$ cat config.mk
export PLATFORM = sky130hd
export DESIGN_NAME = mem1_stage
export DESIGN_NICKNAME = d
export VERILOG_FILES = /design/src/rtl/mem1_stage.sv
export SDC_FILE = /design/constraint.sdc
export NUM_CORES = 1
export LEC_CHECK = 0
export CAP_MARGIN = 20
export CORE_ASPECT_RATIO = 0.6
export CORE_MARGIN = 8
export CORE_UTILIZATION = 39
export CTS_CLUSTER_SIZE = 28
export DETAILED_ROUTE_END_ITERATION = 16
export GPL_ROUTABILITY_DRIVEN = 0
export GPL_TIMING_DRIVEN = 1
export PLACE_DENSITY_LB_ADDON = 0.2
export REMOVE_ABC_BUFFERS = 1
export SETUP_SLACK_MARGIN = 0.02
export SKIP_CTS_REPAIR_TIMING = 1
export SYNTH_ARGS = -nofsm -noshare
export SYNTH_HDL_FRONTEND = slang
export SYNTH_SLANG_ARGS = --single-unit
$ cat constraint.sdc
create_clock -name clk_i -period 5.1 [get_ports clk_i]
set_input_delay 1.02 -clock clk_i [delete_from_list [all_inputs] [get_ports clk_i]]
set_output_delay 1.02 -clock clk_i [all_outputs]
set_load 0.02 [all_outputs]
$ cat src/rtl/mem1_stage.sv
// Yarc MEM1: issues data-bus req/gnt accesses with byte enables and lane-replicated store data, and registers MEM1/MEM2.
// Latency: the request is combinational from EX/MEM; the MEM1/MEM2 registers load one edge later.
// Backpressure: stall_o while the bus withholds grant, with bubbles inserted meanwhile; stall_i holds everything.
//
// Ports:
//   clk_i, rstn_i             clock, asynchronous active-low reset
//   alu_result_i/alu_oper2_i  effective address (or rd value) and store data
//   mem_oper_i, trap_i        memory operation and trap from earlier stages
//   csr_*_i, is_csr_i         CSR write info, passed through
//   pc_i, instr_valid_i,
//   write_rd_i, rd_addr_i     instruction bookkeeping, passed through
//   stall_i, flush_i          hazard-unit hold and pipeline flush
//   dmem_*                    data bus request channel (req/gnt)
//   stall_o                   stall request while waiting for grant
//   *_o (remaining)           MEM1/MEM2 pipeline registers

package yarc_pkg;

  typedef enum logic [3:0] {
    MEM_NOP, MEM_LB, MEM_LBU, MEM_LH, MEM_LHU, MEM_LW, MEM_SB, MEM_SH, MEM_SW
  } mem_oper_t;

  typedef enum logic [3:0] {
    INSTR_ADDR_MISALIGNED = 4'd0,
    ILLEGAL_INSTR         = 4'd2,
    BREAKPOINT            = 4'd3,
    LOAD_ADDR_MISALIGNED  = 4'd4,
    STORE_ADDR_MISALIGNED = 4'd6,
    ECALL_M               = 4'd11,
    NO_TRAP               = 4'd15
  } exc_t;

  typedef struct packed {
    logic [31:0] alu_result;
    mem_oper_t   mem_oper;
    logic [1:0]  addr_lsb;
    logic [31:0] csr_wdata;
    logic [11:0] csr_waddr;
    logic        csr_we;
    logic        is_csr;
    exc_t        trap;
    logic [31:0] pc;
    logic        instr_valid;
    logic        write_rd;
    logic [4:0]  rd_addr;
  } mem2_regs_t;

endpackage

module mem1_stage
  import yarc_pkg::*;
(
  input  logic        clk_i,
  input  logic        rstn_i,
  input  logic [31:0] alu_result_i,
  input  logic [31:0] alu_oper2_i,
  input  mem_oper_t   mem_oper_i,
  input  logic [31:0] csr_wdata_i,
  input  logic [11:0] csr_waddr_i,
  input  logic        csr_we_i,
  input  logic        is_csr_i,
  input  exc_t        trap_i,
  input  logic [31:0] pc_i,
  input  logic        instr_valid_i,
  input  logic        write_rd_i,
  input  logic [4:0]  rd_addr_i,
  input  logic        stall_i,
  input  logic        flush_i,
  output logic        dmem_req_o,
  output logic        dmem_we_o,
  output logic [31:0] dmem_addr_o,
  output logic [3:0]  dmem_be_o,
  output logic [31:0] dmem_wdata_o,
  input  logic        dmem_gnt_i,
  output logic        stall_o,
  output logic [31:0] alu_result_o,
  output mem_oper_t   mem_oper_o,
  output logic [1:0]  addr_lsb_o,
  output logic [31:0] csr_wdata_o,
  output logic [11:0] csr_waddr_o,
  output logic        csr_we_o,
  output logic        is_csr_o,
  output exc_t        trap_o,
  output logic [31:0] pc_o,
  output logic        instr_valid_o,
  output logic        write_rd_o,
  output logic [4:0]  rd_addr_o
);

  typedef enum logic [1:0] {IDLE, WAIT_GNT, HOLD} state_t;

  localparam mem2_regs_t BUBBLE = '{
    alu_result: 32'd0, mem_oper: MEM_NOP, addr_lsb: 2'd0,
    csr_wdata: 32'd0, csr_waddr: 12'd0, csr_we: 1'b0, is_csr: 1'b0,
    trap: NO_TRAP, pc: 32'd0, instr_valid: 1'b0, write_rd: 1'b0, rd_addr: 5'd0
  };

  state_t     state_q, state_d;
  mem2_regs_t pipe_q, pipe_d;

  logic [1:0] addr_lsb;
  logic       is_load, is_store, is_byte, is_half, is_word;
  logic       misaligned, pending;
  exc_t       trap_res;
  logic       req, stall;

  assign addr_lsb = alu_result_i[1:0];

  // Operation decode into access size and direction.
  always_comb begin
    is_load  = 1'b0;
    is_store = 1'b0;
    is_byte  = 1'b0;
    is_half  = 1'b0;
    is_word  = 1'b0;
    case (mem_oper_i)
      MEM_LB, MEM_LBU: begin is_load  = 1'b1; is_byte = 1'b1; end
      MEM_LH, MEM_LHU: begin is_load  = 1'b1; is_half = 1'b1; end
      MEM_LW:          begin is_load  = 1'b1; is_word = 1'b1; end
      MEM_SB:          begin is_store = 1'b1; is_byte = 1'b1; end
      MEM_SH:          begin is_store = 1'b1; is_half = 1'b1; end
      MEM_SW:          begin is_store = 1'b1; is_word = 1'b1; end
      default: ;
    endcase
  end

  assign misaligned = instr_valid_i & ((is_half & addr_lsb[0]) | (is_word & (addr_lsb != 2'b00)));

  // An older trap wins over a misalignment detected here.
  always_comb begin
    trap_res = NO_TRAP;
    if (trap_i != NO_TRAP)  trap_res = trap_i;
    else if (misaligned)    trap_res = is_store ? STORE_ADDR_MISALIGNED : LOAD_ADDR_MISALIGNED;
  end

  assign pending = instr_valid_i & (is_load | is_store) & (trap_i == NO_TRAP) & ~misaligned & ~flush_i;

  // Byte lanes and replicated store data; loads use the same lanes but drive zero data.
  always_comb begin
    dmem_be_o    = 4'b0000;
    dmem_wdata_o = 32'd0;
    if (is_byte)      dmem_be_o = 4'b0001 << addr_lsb;
    else if (is_half) dmem_be_o = addr_lsb[1] ? 4'b1100 : 4'b0011;
    else if (is_word) dmem_be_o = 4'b1111;
    if (is_store) begin
      if (is_byte)      dmem_wdata_o = {4{alu_oper2_i[7:0]}};
      else if (is_half) dmem_wdata_o = {2{alu_oper2_i[15:0]}};
      else              dmem_wdata_o = alu_oper2_i;
    end
  end

  assign dmem_we_o   = is_store;
  assign dmem_addr_o = {alu_result_i[31:2], 2'b00};

  // Request FSM. EX/MEM is held by stall_o while in WAIT_GNT, so the
  // combinational address/data stay stable until grant. HOLD covers a grant
  // taken while the pipeline is stalled: the access is done and must not be re-issued.
  always_comb begin
    state_d = state_q;
    req     = 1'b0;
    stall   = 1'b0;
    if (flush_i) begin
      state_d = IDLE;
    end else begin
      case (state_q)
        IDLE: begin
          req = pending;
          if (pending) begin
            if (dmem_gnt_i) state_d = stall_i ? HOLD : IDLE;
            else begin
              state_d = WAIT_GNT;
              stall   = 1'b1;
            end
          end
        end
        WAIT_GNT: begin
          req = 1'b1;
          if (dmem_gnt_i) state_d = stall_i ? HOLD : IDLE;
          else            stall   = 1'b1;
        end
        HOLD: begin
          if (!stall_i) state_d = IDLE;
        end
        default: state_d = IDLE;
      endcase
    end
  end

  // Gated by reset so an in-flight request is withdrawn the moment reset asserts.
  assign dmem_req_o = rstn_i & req;
  assign stall_o    = rstn_i & stall;

  // MEM1/MEM2 register: flush clears, stall_i holds, a grant wait inserts bubbles.
  always_comb begin
    pipe_d = pipe_q;
    if (flush_i) begin
      pipe_d = BUBBLE;
    end else if (stall_i) begin
      pipe_d = pipe_q;
    end else if (stall) begin
      pipe_d = BUBBLE;
    end else begin
      pipe_d.alu_result  = alu_result_i;
      pipe_d.mem_oper    = mem_oper_i;
      pipe_d.addr_lsb    = addr_lsb;
      pipe_d.csr_wdata   = csr_wdata_i;
      pipe_d.csr_waddr   = csr_waddr_i;
      pipe_d.csr_we      = csr_we_i;
      pipe_d.is_csr      = is_csr_i;
      pipe_d.trap        = trap_res;
      pipe_d.pc          = pc_i;
      pipe_d.instr_valid = instr_valid_i;
      // A misaligned load keeps its op so MEM2 sees the trap, but must not write rd.
      pipe_d.write_rd    = write_rd_i & ~misaligned;
      pipe_d.rd_addr     = rd_addr_i;
    end
  end

  always_ff @(posedge clk_i or negedge rstn_i) begin
    if (!rstn_i) begin
      state_q <= IDLE;
      pipe_q  <= BUBBLE;
    end else begin
      state_q <= state_d;
      pipe_q  <= pipe_d;
    end
  end

  assign alu_result_o  = pipe_q.alu_result;
  assign mem_oper_o    = pipe_q.mem_oper;
  assign addr_lsb_o    = pipe_q.addr_lsb;
  assign csr_wdata_o   = pipe_q.csr_wdata;
  assign csr_waddr_o   = pipe_q.csr_waddr;
  assign csr_we_o      = pipe_q.csr_we;
  assign is_csr_o      = pipe_q.is_csr;
  assign trap_o        = pipe_q.trap;
  assign pc_o          = pipe_q.pc;
  assign instr_valid_o = pipe_q.instr_valid;
  assign write_rd_o    = pipe_q.write_rd;
  assign rd_addr_o     = pipe_q.rd_addr;

endmodule
# Yosys cells after proc, flatten, opt, wreduce, memory -nomap -nowiden

Index checks and enable logic that the tools add are counted.
W data, S select, Z words.

Bits in registers: 129
Input bits: 162
Word-level logic and storage cells: 83

Equality and inequality tests: 16
Shift-type cells: 1
Multiplexer cells: 31
Bitwise operators: 14
Reductions and logical operators: 8

Operators with widths:

| kind                  | count |
|---|---|
| $mux W127             | 3 |
| $mux W32              | 3 |
| $mux W4               | 6 |
| $eq A4 B3 Y1 const B  | 4 |
| $mux W2               | 7 |
| $and A1 B1 Y1         | 10 |
| $mux W1               | 9 |
| $ne A3 B3 Y1 const B  | 3 |
| $reduce_or A3 Y1      | 3 |
| $eq A4 B2 Y1 const B  | 2 |
| $eq A4 B4 Y1 const B  | 2 |
| $pmux W2 S3           | 1 |
| $reduce_or A5 Y1      | 1 |
| $eq A4 B1 Y1 const B  | 1 |
| $ne A4 B4 Y1 const B  | 1 |
| $pmux W1 S2           | 2 |
| $shl A1 B2 Y4 const A | 1 |
| $reduce_and A3 Y1     | 1 |
| $eq A2 B1 Y1 const B  | 1 |
| $eq A2 B2 Y1 const B  | 1 |
| $logic_not A2 Y1      | 1 |
| $ne A2 B1 Y1 const B  | 1 |
| $not A1 Y1            | 2 |
| $or A1 B1 Y1          | 2 |
| 2 further kinds       | 2 |

# Longest topological paths before layout

Depth in word-level cells: 15
Gate-level depth with buffers: 8

# Worst setup path before layout

No wires, ideal clock.

Kind: input port to output port
From: in mem_oper_i[1]
To: out dmem_wdata_o[16]
Arrival time: 2.814 ns
Required time: 4.080 ns
Path slack: 1.266 ns
Stages on the path: 6
Path buffers: 1
Cell sequence: clkbuf_1 -> or3b_2 -> a21oi_1 -> nor2_1 -> mux2i_1 -> nor2_1

Cells in the longest elaborated chain, start to end: 6
Elaborated cells on any way between the ends: 16

Ends and longest elaborated chain:

| item                                         | RTL line | RTL |
|---|---|---|
| from (decl)                                  | 57       | `input mem_oper_t mem_oper_i,` |
| $eq A4 B3 Y1 or $eq A4 B2 Y1 (tied branches) | 116      | `case (mem_oper_i)` |
| $reduce_or A3 Y1 (no source line)            | -        |  |
| $mux W1                                      | 116      |  |
| $mux W32                                     | 147      | `else if (is_half) dmem_wdata_o = {2{alu_oper2_i[15:0]}};` |
| $mux W32                                     | 146      | `if (is_byte) dmem_wdata_o = {4{alu_oper2_i[7:0]}};` |
| $mux W32 *                                   | 145      | `if (is_store) begin` |
| to (decl)                                    | 73       | `output logic [31:0] dmem_wdata_o,` |

Every way passes the cells marked *; elsewhere a longest branch is shown, timed or not.

# Worst setup path after layout

From: in mem_oper_i[0]
To: out dmem_wdata_o[17]

The elaborated chain is that of the path after synthesis.

==> impl_metrics.py <==
metrics = {
    "status": {
        "outcome": "completed",
    },
    "cts": {
        "clk_path_buf_depth": 2,
        "cts_htree_levels": 4,
        "clkTransAtPathRegs_ns": 0.06,
        "clk_latency_ns": 0.40,
        "cts-root-buf": "clkbuf_16",
        "tritoncts": "built",
        "cts_buffers": 17,
        "clkSinkCount": 127,
    },
    "logic_synthesis": {
        "syn-mean-instance-area_um2": 12.0,
        "synth.distinct_cells": 37,
        "synth-compound-area-share": 0.241,
        "synthTopCellsByArea": "dfrtp_1 56%, a22o_1 19%, buf_4 5.3%",
        "yosysMostFrequentCell": "dfrtp_1",
        "yosysTopAreaCell": "dfrtp_1",
        "ys.flop_type": "dfrtp_1",
        "synth_top_family_by_area": "compound AO/OA/AOI/OAI gates",
        "ys_seq_area_frac": 0.580,
        "synthXorXnorAreaFrac": 0.00160,
        "synth_edf_count": 0,
        "synthSimpleGateAreaFrac": 0.0625,
        "ys_warn_count": 0,
        "synth-adder-area-share": 0.00365,
        "async_flop_share": 1.00,
        "synth_seq_cells": 127,
        "ys_top_cells_by_count": "123 x dfrtp_1, 120 x a22o_1, 39 x buf_4",
        "netlist_instances": 459,
        "synth_mux_area_frac": 0.0301,
        "synth_top_area_frac": 0.561,
        "synth_area_mm2": 0.00549,
    },
    "setup_path": {
        "r2r.worst_path.cells": 6,
        "crit_family": "buffers and inverters",
        "r2r_start": "state_q[0]$_DFFE_PN0P_",
        "worstPathRequired_ns": 4.08,
        "cp_num_cells": 8,
        "r2r_slack_ns": 3.39,
        "cp_cell_sequence": "clkdlybuf4s50_1, or3b_2, a21oi_2, buf_4, nor2_1, mux2i_1, nor2_1, clkdlybuf4s50_1",
        "worstSetupEndpointType": "primary output",
        "worstSetupStartpoint": "mem_oper_i[0]",
        "worstPathArrival_ns": 3.85,
        "worst-path-buf-inv": 3,
        "crit_fanout": 12,
        "critPathKind": "in -> out",
        "crit_path_top_delay_cell": "nor2_1",
        "cp_slowest_stage_delay_ns": 0.70,
        "start_kind": "input port",
    },
    "sta": {
        "min_period_ns": 4.87,
        "holdWs_ns": 0.501,
        "fmax_mhz": 205,
        "setup_violations": 0,
        "tns_ns": 0,
        "max_slew.worst_pin.slew_ns": 0.908,
        "final.setup_skew_ns": 0.0136,
        "maxSlewViolCount": 0,
        "fin_crit_sh": 0.955,
        "rsz0062_at_grt": "false",
        "maxSlewHeadroom": 0.392,
        "hold_viol": 0,
    },
    "detailed_routing": {
        "vias": 5038,
        "drtAntennaViolNets": 0,
        "drt-total-wl_um": 21000,
        "wl_per_cell_um": 21.3,
        "drc_errors": 0,
        "drt_first_iter_violations": 378,
        "first_pass_iters": 4,
        "viasPerCell": 5.13,
    },
    "cells_and_area": {
        "final_nets": 940,
        "seq_area_mm2": 0.00318,
        "fin_util": 0.702,
        "nFillCells": 991,
        "finalNonFillerCells": 982,
        "multi_input_area_mm2": 0.00188,
        "drive_gt1_frac": 0.0747,
        "area_growth_pct": 75.3,
        "n_antenna_cell": 0,
    },
    "placed_design": {
        "dp_cells": 951,
        "numPortBuffers": 357,
        "dp_hpwl_um": 16100,
    },
    "global_route": {
        "grt_pass1_wl_um": 31400,
        "grt_usage": 0.221,
        "grt_max_degree": 90,
        "grt_overflow_total": 0,
        "antenna_found_initial": 0,
        "grt_pass1_vias": 5368,
    },
    "worst_hold_path": {
        "hold_path_class": "reg -> reg",
        "holdCritStartpoint": "csr_wdata_o[17]$_DFFE_PN0N_",
        "min_delay_path_depth": 1,
    },
    "flow_run": {
        "drv_cap": 0,
    },
    "pwr": {
        "totalPowerFinal_mw": 2.99,
        "p_leak_nw": 4.20,
        "ir_drop_uv": 200,
        "power.density_mw_per_mm2": 310,
    },
    "floorplan": {
        "die_w_um": 169,
        "dieArea_mm2": 0.0182,
        "start_util": 0.400,
        "die_h_um": 108,
        "num_rows": 33,
        "io-pin-count": 360,
        "coreArea_mm2": 0.0137,
    },
}
## state kept, by name, indices dropped and copies added (netlist names), 2 cells and up
name and cells:
alu_result_o 32, csr_wdata_o 32, pc_o 32, csr_waddr_o 12, rd_addr_o 5, mem_oper_o 4, trap_o 4, state_q 2
## cell usage in the layout (no fill, tap or decap), types with 3 or more instances in the layout
| cell type | n |
|---|---|
| nor2_1 | 23 |
| and2_1 | 9 |
| a211oi_1 | 4 |
| nand2b_1 | 4 |
| mux2i_1 | 12 |
| clkbuf_16 | 17 |
| clkinvlp_4 | 3 |
| buf_4 | 10 |
| a22o_1 | 120 |
| mux2_2 | 4 |
| bufinv_16 | 4 |
| clkdlybuf4s50_1 | 356 |
| inv_1 | 7 |
| dfrtp_1 | 123 |
| o21ai_0 | 7 |
| dfstp_2 | 4 |
| a21oi_1 | 25 |
| nand2_1 | 25 |
## cell families after synthesis
logic type,after synthesis
compound gates,163
flops,127
buf+inv,76
simple gates,73
mux,16
fa+ha+maj,2
other cells,1
xor+xnor,1
## power breakdown
| group | internal (mW) | switching [mW] | leakage (nW) |
|---|---|---|---|
| sequential | 1.07 | 0.0329 | 1.68 |
| clock | 0.831 | 0.450 | 0.299 |
| combinational | 0.315 | 0.290 | 2.22 |
## metrics by stage
stage               instance area, um2  worst slack [ns]
floorplan                         5080            -0.945
global placement                  8990             0.496
detailed placement                8990             0.245
CTS                               9620             0.239
global route                      9620            0.0550
finish                            9620             0.230
## routing by layer
metal | global-route usage | wire length (um) | share of wire
met5 | 0 | 0 | 0
met1 | 0.243 | 8060 | 0.38
met4 | 0.0773 | 454 | 0.022
met2 | 0.383 | 10400 | 0.50
met3 | 0.0897 | 2040 | 0.098
## cell type report
cell class,count,share of cell area
Sequential cell,127,0.331
Multi-Input combinational cell,257,0.195
Clock inverter,13,0.0195
Clock buffer,18,0.0457
Inverter,8,0.00312
Timing Repair Buffer,367,0.380
Tap cell,192,0.0250
## worst register-to-register path: cells and delay by family (launching register included)
kind                   cells  cell delay [ns]
buffers and inverters      3             0.61
DFF                        1             0.36
AOI/OAI and AO/OA          3             0.69
## final timing paths
check                                               end
min reg2reg                 csr_wdata_o[17]$_DFFE_PN0N_
min in group asynchronous          pc_o[30]$_DFFE_PN0N_
max reg2reg                      write_rd_o$_DFFE_PN0N_
max in group asynchronous  alu_result_o[12]$_DFFE_PN0N_
max                                    dmem_wdata_o[17]
min                         csr_wdata_o[17]$_DFFE_PN0N_
Power figures use the tool's default switching activity.
==> RTL change: new RTL, config.mk and constraints unchanged <==
Re-encode `state_t` (3 states) as one-hot, 3 bits wide.
--- a/src/rtl/mem1_stage.sv
+++ b/src/rtl/mem1_stage.sv
@@ -89,3 +89,3 @@
 
-  typedef enum logic [1:0] {IDLE, WAIT_GNT, HOLD} state_t;
+  typedef enum logic [2:0] {IDLE = 3'b001, WAIT_GNT = 3'b010, HOLD = 3'b100} state_t;
 
Formal check against the unedited RTL: no difference found for any inputs over 4 cycles, from zero or initial values and one cycle with rstn_i low; so few cycles prove little.
==> RTL change against the unedited design <==
Power is 2.4% lower; setup slack better by 0.17 ns; die area is 2.6% higher; largest cell class unchanged; sequential cell count is 1 higher; highest routed layer unchanged; design area is 0.68% higher; routed wire length is 3.6% higher; synthesized area is 3.0% higher; register-to-register slack worse by 0.38 ns.
==> RTL change: results (changes against the unedited design) <==
| Metric | Value |
|---|---|
| Routed via count | 5,172 (+2.7%) |
| Pre-Repair DR Iteration Count | 5 (+1) |
| Met2 WL post-DR | 10,900 um (+4.8%) |
| WP data arrival | 3.68 ns (-0.17 ns) |
| Register share of total power | 38.1% (+1.3 points) |
| M1 WL | 8520 um (+5.8%) |
| IO buf count | 357 (unchanged) |
| Post-synthesis compound-gate area fraction | 24.5% (+0.43 points) |
| Highest routed layer | met4 |
| XOR/XNOR Fraction of Synth Area | 0.310% (+0.15 points) |
| H-tree Lvls | 4 (unchanged) |
| Clock Pin Slew Worst Setup and Hold Paths | 0.06 ns (about the same) |
| Delay-heaviest family, CP | buffers and inverters |
| Logic gate share of total power | 20.8% (+0.5 points) |
| VDD IR max | 0.172 mV (-14%) |
| CTS Buffer Depth | 2 (unchanged) |
| Worst Reg-to-Reg Cells | 6 (unchanged) |
| Max incr delay on CP | 0.68 ns (-0.02 ns) |
| Total track usage | 22.3% (+0.21 points) |
| Synth Warn # | 0 (unchanged) |
| CTS Root Cell | clkbuf_16 |
| Seq/Total Area, Yosys | 56.8% (-1.2 points) |
| First-pass GRT wire length | 32,200 um (+2.5%) |
| Number of DRC markers in iteration 0 | 323 (-15%) |
| Hold Path Stages | 1 (unchanged) |
| Flop2flop setup slack | 3.01 ns (-0.38 ns) |
| TritonCTS buffer count | 17 (unchanged) |
| Initial antenna violation count | 0 (unchanged) |
| Vias in the first global route | 5,567 (+3.7%) |
| Clock Skew | 0.0143 ns (+0.000681 ns) |
| HP Class | register to register |
| Max Fanout on Critical Path | 23 (+11) |
| Yosys cell types | 40 (+8.1%) |
| Mux contribution to synthesized area | 2.86% (-0.15 points) |
| Layout cells sized above 1 | 6.59% (-0.88 points) |
| Sequential power | 1.11 mW |
| Post-Synth Adder-Cell Area | 0% (-0.36 points) |
| Met3 routed WL | 2030 um (-0.78%) |
| Pin count of the biggest net entering global routing | 69 (-23%) |
| Fraction of registers with async set/reset | 100% (unchanged) |
| Placed inst area | 0.00909 mm2 (+1.1%) |
| Status | complete, no violations |
| Clock insertion delay at the later pin of the skew report | 0.40 ns (about the same) |
| Most frequent cells after synthesis | dfrtp_1 (123), a22o_1 (120), buf_4 (34), nor2_1 (27), a21oi_1 (24) |
| Predominant post-synthesis flop cell | dfrtp_1 |
| Slew of the pin with the lowest slew margin | 0.869 ns (-0.0395 ns) |
| Worst Hold End | write_rd_o |
| Ant. Diodes | 0 (unchanged) |
| Switching Power | 766 uW (-0.79%) |
| Critical R2R Capture | write_rd_o |
| Top post-synthesis cells by area | dfrtp_1 (54%), a22o_1 (19%), buf_4 (4.5%) |
| Post-place setup slack | 0.210 ns (-0.0354 ns) |
| LEAKAGE | 4.20 nW (about the same) |
| WL final | 21,700 um (+3.6%) |
| R2r startpoint | state_q[0] |
| CP max stage cell | clkdlybuf4s50_1 |
| Layout net count | 953 (+1.4%) |
| Hold_sp | write_rd_o |
| DP HPWL | 16,700 um (+4.1%) |
## RTL change: changes by cell type after synthesis, moves of 2 or more
cell | unedited run | this run
maj3_1 | 2 | 0
buf_6 | 0 | 6
nand2_1 | 25 | 23
mux2_2 | 4 | 1
buf_4 | 39 | 34
mux2i_1 | 12 | 15
nor2_1 | 23 | 27
o21ai_0 | 7 | 13
nor2b_1 | 2 | 4
a211oi_1 | 4 | 7
## RTL change: cells by family after synthesis
kind of cell / after synthesis
xor+xnor: 2
other cells: 1
flops: 128
buf+inv: 76
compound gates: 172
mux: 16
simple gates: 81
## RTL change: area by class of cell
| type | count | area [um2] |
|---|---|---|
| Fill cell | 1105 | 4650 |
| Timing Repair Buffer | 364 | 3630 |
| Sequential cell | 128 | 3210 |
| Multi-Input combinational cell | 273 | 1980 |
| Clock buffer | 23 | 478 |
| Tap cell | 198 | 248 |
| Clock inverter | 9 | 110 |
| Inverter | 7 | 26.3 |
## RTL change: per-stage QoR
stage,hold slack (ns),std cells
2_1_floorplan,0.532,408
3_3_place_gp,0.474,970
3_5_place_dp,0.479,970
4_1_cts,0.492,1002
5_1_grt,0.500,1002
6_report,0.489,1002
## RTL change: worst max-delay path by stage
stage | slack (ns) | to | start | cells past startpoint
floorplan | -0.32 | alu_result_o[0] | stall_i | 3
global placement | 0.39 | dmem_wdata_o[5] | mem_oper_i[1] | 7
detailed placement | 0.21 | dmem_wdata_o[7] | mem_oper_i[1] | 7
CTS | 0.20 | dmem_wdata_o[7] | mem_oper_i[1] | 7
global route | 0.23 | dmem_wdata_o[4] | mem_oper_i[1] | 7
finish | 0.40 | dmem_wdata_o[28] | mem_oper_i[0] | 5
## RTL change: per-layer routing
layer	track usage, %	up-vias
met5	0	-
met4	6.18	0
met3	8.60	22
met2	38.8	227
met1	25.5	2574
li1	-	2349
